$ cat src/rtl/uart_tx.sv
// uart_tx -- asynchronous serial transmitter.
//
// Sends one frame per accepted request: start bit (0), `width` data bits
// LSB first, an optional parity bit, then one stop bit (1). Every bit is
// held on TX_OUT for exactly P clocks, where P is the Prescale value latched
// at acceptance (0 and 1 both mean one clock per bit).
//
// Ports:
//   Clk         system clock, rising edge
//   Rst         synchronous reset, active low
//   P_Data      parallel data, latched on acceptance
//   Data_Valid  request; accepted only while idle
//   Prescale    clocks per serial bit, latched on acceptance
//   Parity_En   1 = append a parity bit, latched on acceptance
//   Parity_Typ  0 = even, 1 = odd, latched on acceptance
//   TX_OUT      registered serial line, idles high
//   Busy        registered, high for the whole frame
module uart_tx #(
    parameter int width = 8
) (
    input  logic             Clk,
    input  logic             Rst,
    input  logic [width-1:0] P_Data,
    input  logic             Data_Valid,
    input  logic [5:0]       Prescale,
    input  logic             Parity_En,
    input  logic             Parity_Typ,
    output logic             TX_OUT,
    output logic             Busy
);

    typedef enum logic [2:0] {IDLE, START, DATA, PARITY, STOP} state_t;

    localparam logic [4:0] LAST_BIT = 5'(width - 1);

    state_t           state;
    logic [width-1:0] shreg;     // remaining data; bit 0 is the bit on the line
    logic [5:0]       p_last;    // latched P-1, the edge counter's wrap value
    logic [5:0]       edge_cnt;
    logic [4:0]       bit_cnt;
    logic             par_en;
    logic             par_bit;

    logic             bit_end;
    logic [width-1:0] sh_next;

    assign bit_end = (edge_cnt == p_last);
    assign sh_next = shreg >> 1;

    always_ff @(posedge Clk) begin
        if (!Rst) begin
            state    <= IDLE;
            shreg    <= '0;
            p_last   <= '0;
            edge_cnt <= '0;
            bit_cnt  <= '0;
            par_en   <= 1'b0;
            par_bit  <= 1'b0;
            TX_OUT   <= 1'b1;
            Busy     <= 1'b0;
        end else if (state == IDLE) begin
            if (Data_Valid) begin
                shreg    <= P_Data;
                // Prescale of 0 or 1 both give a one-clock bit.
                p_last   <= (Prescale < 6'd2) ? 6'd0 : Prescale - 6'd1;
                par_en   <= Parity_En;
                // Odd parity is the inverted XOR, so XOR in the type bit.
                par_bit  <= (^P_Data) ^ Parity_Typ;
                edge_cnt <= '0;
                bit_cnt  <= '0;
                state    <= START;
                TX_OUT   <= 1'b0;
                Busy     <= 1'b1;
            end
        end else if (bit_end) begin
            // Bit boundary: the only place TX_OUT is allowed to change.
            edge_cnt <= '0;
            case (state)
                START: begin
                    state  <= DATA;
                    TX_OUT <= shreg[0];
                end
                DATA: begin
                    if (bit_cnt == LAST_BIT) begin
                        if (par_en) begin
                            state  <= PARITY;
                            TX_OUT <= par_bit;
                        end else begin
                            state  <= STOP;
                            TX_OUT <= 1'b1;
                        end
                    end else begin
                        bit_cnt <= bit_cnt + 5'd1;
                        shreg   <= sh_next;
                        TX_OUT  <= sh_next[0];
                    end
                end
                PARITY: begin
                    state  <= STOP;
                    TX_OUT <= 1'b1;
                end
                STOP: begin
                    state <= IDLE;
                    Busy  <= 1'b0;
                end
                default: begin
                    state  <= IDLE;
                    TX_OUT <= 1'b1;
                    Busy   <= 1'b0;
                end
            endcase
        end else begin
            edge_cnt <= edge_cnt + 6'd1;
        end
    end

endmodule

$ cat config.mk
export PLATFORM = sky130hd
export DESIGN_NAME = uart_tx
export DESIGN_NICKNAME = d
export VERILOG_FILES = /design/src/rtl/uart_tx.sv
export SDC_FILE = /design/constraint.sdc
export NUM_CORES = 1
export LEC_CHECK = 0
export BUFFER_PORTS_ARGS = -buffer_cell sky130_fd_sc_hd__buf_2
export CAP_MARGIN = 20
export CORE_MARGIN = 2
export CORE_UTILIZATION = 45
export DETAILED_ROUTE_END_ITERATION = 7
export REMOVE_ABC_BUFFERS = 1
export SETUP_SLACK_MARGIN = 0.3
export SYNTH_ARGS = -nofsm -noshare
export SYNTH_HDL_FRONTEND = slang
export SYNTH_SLANG_ARGS = --single-unit
$ cat constraint.sdc
create_clock -name Clk -period 5.3 [get_ports Clk]
set_input_delay 0.265 -clock Clk [delete_from_list [all_inputs] [get_ports Clk]]
set_output_delay 0.265 -clock Clk [all_outputs]
set_load 0.05 [all_outputs]
# Word-level counts from Yosys, hierarchy flattened
# Index checks and enable logic that the tools add are counted.
dict set report word_totals {
  regBits 32
  latch_bits 0
  ramBits 0
  rom_bits 0
  output_inout_bits 2
  word_cells 65
  mem_count 0
}
dict set report op_classes {
  n_addsub 3
  mul 0
  n_div 0
  n_lt_le_gt_ge 1
  n_eq_ne 11
  n_shift 0
  muxes 30
  n_bitwise 1
  n_reduce_logical 10
}
# operator n
set op_table {}
lappend op_table {{$mux W8} 5}
lappend op_table {{$mux W5} 5}
lappend op_table {{$mux W6} 4}
lappend op_table {{$mux W3} 5}
lappend op_table {{$mux W1} 9}
lappend op_table {{$pmux W3 S3} 1}
lappend op_table {{$reduce_and A3 Y1} 3}
lappend op_table {{$reduce_xor A8 Y1} 1}
lappend op_table {{$add A6 B1 Y6 const B} 1}
lappend op_table {{$eq A3 B2 Y1 const B} 2}
lappend op_table {{$eq A6 B6 Y1} 1}
lappend op_table {{$lt A6 B2 Y1 const B} 1}
lappend op_table {{$ne A2 B2 Y1 const B} 3}
lappend op_table {{$sub A6 B1 Y6 const B} 1}
lappend op_table {{$add A5 B1 Y5 const B} 1}
lappend op_table {{$eq A5 B3 Y1 const B} 1}
lappend op_table {{$reduce_and A4 Y1} 1}
lappend op_table {{$reduce_bool A2 Y1} 2}
lappend op_table {{$eq A3 B1 Y1 const B} 1}
lappend op_table {{$eq A3 B3 Y1 const B} 1}
lappend op_table {{$logic_not A3 Y1} 1}
lappend op_table {{$ne A3 B3 Y1 const B} 1}
lappend op_table {{$pmux W1 S3} 1}
lappend op_table {{$reduce_or A3 Y1} 1}
lappend op_table {{other kinds (3)} 3}

# Longest topological paths before layout
dict set report logic_depth {
  ltp_word 5
  mapped_depth 7
}

# Least setup slack after synthesis
# No wires, ideal clock.
dict set report synth_timing {
  path_type {flip-flop to flip-flop}
  start {register state[1]}
  end {register shreg[5]}
  arrival_ps 1985
  required_ps 5212
  path_slack_ps 3227
  path_stages_with_launch 8
  synth_period_minus_slack_ps 2073
  path_cell_list {dfxtp_1 -> or4b_1 -> buf_2 -> a22o_1 -> a211oi_4 -> buf_6 -> nor2_1 -> a311oi_2}
}
dict set report synth_between {
  elab_chain_len 3
}
# element line
set synth_rtl {}
lappend synth_rtl {{from (decl)} 36} ;# state_t state;
lappend synth_rtl {{from (signal assigned)} 52} ;# state <= IDLE;
lappend synth_rtl {{from (signal assigned)} 71} ;# state <= START;
lappend synth_rtl {{from (signal assigned)} 80} ;# state <= DATA;
lappend synth_rtl {{$eq A3 B2 Y1 / $logic_not A3 Y1 (equally long branches)} {78, 61}}
lappend synth_rtl {{$reduce_bool A2 Y1 (no line) / $ne A2 B2 Y1 (equally long branches)} n/a}
lappend synth_rtl {{$reduce_and A4 Y1 (no line)} n/a}
lappend synth_rtl {{to (signal assigned)} 63} ;# shreg <= P_Data;
lappend synth_rtl {{to (signal assigned)} 94} ;# shreg <= sh_next;
lappend synth_rtl {{to (decl)} 37} ;# logic [width-1:0] shreg;
# Parallel ways exist; a longest one is shown, timed or not.
# A chain may end at the register's enable or synchronous reset.

# Worst setup path after layout
dict set report layout_timing {
  start {register state[1]}
  end {register shreg[6]}
}
# Same word-level chain as after synthesis.

==> impl_metrics.yaml <==
setup_path:
  slowest_delay_ns: 0.70
  startpoint_type: "flop"
  cpLargestDelayFamily: "compound AO/OA/AOI/OAI gates"
  path_class: "flop to flop"
  cp_data_arrival_time_ns: 2.74
  cp_cell_sequence: "or4b_1 > a22o_1 > a211oi_4 > nor2_1 > a311oi_2"
  slowest_stage: "or4b_1"
  path_max_fanout: 19
  crit_buf_inv: 0
  end_kind: "flop"
  required_ns: 5.47
sta:
  fmax_ghz: 0.390
  relSlewSlack: 0.423
  setup_violations: 0
  hold_viol_final: 0
  skew_ns: 0.00356
  final-max-slew-violation-count: 0
  layout_min_cycle_time_ns: 2.56
  hold_ws_ns: 0.232
  worst_pin_slew_ns: 0.854
  setup_tns_ns: 0
  final.setup.worst_slack_ns: 2.74
  grt_setup_unrepaired: "no"
  min_period_over_period: 0.483
synth:
  synth_compound_area_frac: 0.192
  synthDistinctLibCells: 45
  synth.area.mux_share: 0.0117
  synth-edff-count: 0
  ys_ff_latch: 32
  synth_warnings: 0
  syn_inst: 212
  synth-async-reset-ratio: 0
  yosys.area.top_type_share: 0.373
  synthTopCellsByArea: "dfxtp_1 (37%), nand2_1 (9.0%), xnor2_1 (7.1%)"
  synth_top_family_by_area: "simple AND/OR/NAND/NOR gates"
  yosysTopAreaCell: "dfxtp_1"
  yosys.area_share.simple: 0.278
  synth-adder-area-share: 0.0219
  synthesis.area_um2: 1720
  ys.flop_type: "dfxtp_1"
  syn_area_per_cell_um2: 8.10
  synth_xor_area_frac: 0.0948
  yosysSeqAreaShare: 0.373
placed_design:
  hpwl_um: 2920
  globalplace.congestion: 0.813
  port_buffers: 20
  dp_slack_ns: 2.74
routing:
  firstDrtPassIters: 4
  vias: 1562
  avgRoutedWirePerCell_um: 13.7
  drt_iter0_drc: 133
  viasPerCell: 5.56
  drtAntennaViolNets: 0
  drt_wl_total_um: 3850
  drt_drc_violations_left: 0
global_route:
  gr-usage-all-layers: 0.197
  busiest_layer: "met2"
  use_met2: 0.314
  first_global_vias: 1450
  grt_max_degree: 26
  grt_pass1_wl_um: 6460
  use_met3: 0.0599
  grt_antenna_before_repair: 0
  met1_usage: 0.254
  grt_overflow: 0
pwr:
  power_density_nw_per_um2: 479
  ir_drop_mv: 0.224
  p_leak_uw: 0.000727
finish:
  final_cell_mix: "nand2_1 (41), dfxtp_1 (32), nor2_1 (23)"
  finish.utilization: 0.528
  diodes: 0
  final_common_cell: "nand2_1"
  drive_above_1_share: 0.142
  n_fill_cell: 368
  regArea_um2: 641
  area_growth_pct: 12.6
  multi_input_area_um2: 1030
  nNetsFinal: 254
clock_tree:
  cts_tree: "built"
  clkSinkCount: 32
  clk_path_buf_depth: 2
  cts-root-buf: "clkbuf_8"
  postCtsHoldBufs: 0
  clk_latency_ns: 0.28
  htreeDepth: 2
  post_cts_buffers: 0
  cts_buffers: 5
  post_cts_resized: 0
  cts.clk_slew.worst_paths_ns: 0.06
flow_run:
  max-cap-violations: 0
floorplanning:
  die_width_um: 65.8
  std_cell_rows: 22
  dieArea_um2: 4330
  ios: 21
  die_h_um: 65.8
  core_um2: 3660
  start_util: 0.469
outcome:
  status: "completed"
hold_path:
  hp-class: "primary input to flop"
-- area by class of cell --
class / count / area share
Clock buffer: 8 / 0.0466
Inverter: 3 / 0.00583
Multi-Input combinational cell: 169 / 0.531
Sequential cell: 32 / 0.331
Tap cell: 48 / 0.0311
Timing Repair Buffer: 21 / 0.0544
-- final timing paths --
| check | start | slack [ns] | end | depth (start not counted) |
|---|---|---|---|---|
| setup / recovery | state[1] | 2.74 | shreg[6] | 5 |
| hold / removal | Data_Valid | 0.23 | edge_cnt[3] | 2 |
| setup reg to reg | state[1] | 2.74 | shreg[6] | 5 |
| hold reg to reg | par_bit | 0.47 | par_bit | 2 |
-- state kept, by name, summed over array words and instances (netlist names) --
signal,count
Busy,1
par_bit,1
par_en,1
bit_cnt,5
p_last,6
state,3
edge_cnt,6
shreg,8
TX_OUT,1
-- where the power goes --
group	switching (µW)	total, µW	internal (µW)
Combinational	241	382	140
Sequential	54.1	354	300
Clock	84.3	190	106
-- cell families (layout without fill, tap and decap cells) --
logic type / Yosys count / in the layout
AO/OA/AOI/OAI: 48 / 48
flip-flops: 32 / 32
AND/OR/NAND/NOR: 99 / 99
buffers and inverters: 11 / 32
XOR/XNOR: 17 / 17
multiplexers: 2 / 2
adder cells (fa/ha/maj): 3 / 3
-- metrics by stage --
stage	area, µm²	instances	power [µW]
final	1930	281	926
after global routing	1930	281	997
after CTS	1930	280	928
after detailed placement	1840	272	737
after global placement	1840	272	725
after floorplan	1680	204	639
-- worst register-to-register path: cells and delay by family, from the launching register on --
| family | cells | cell delay, ns |
|---|---|---|
| simple gates | 2 | 0.83 |
| flops | 1 | 0.42 |
| compound gates | 3 | 1.22 |
-- synth_stat cells, types with 4 or more instances --
master    count
nand2_1      41
and3_1        4
o21ai_0      11
dfxtp_1      32
nor3_1        4
nor2_1       23
clkbuf_1      6
a311oi_1      5
a21oi_1      15
nand3_1       7
xnor2_1      14
-- per-layer routing --
layer / vias to the layer above / share of wire
li1: 789 / -
met1: 739 / 0.47
met2: 29 / 0.48
met3: 5 / 0.042
met4: 0 / 0.0099
met5: - / 0
Power figures use the tool's default switching activity.
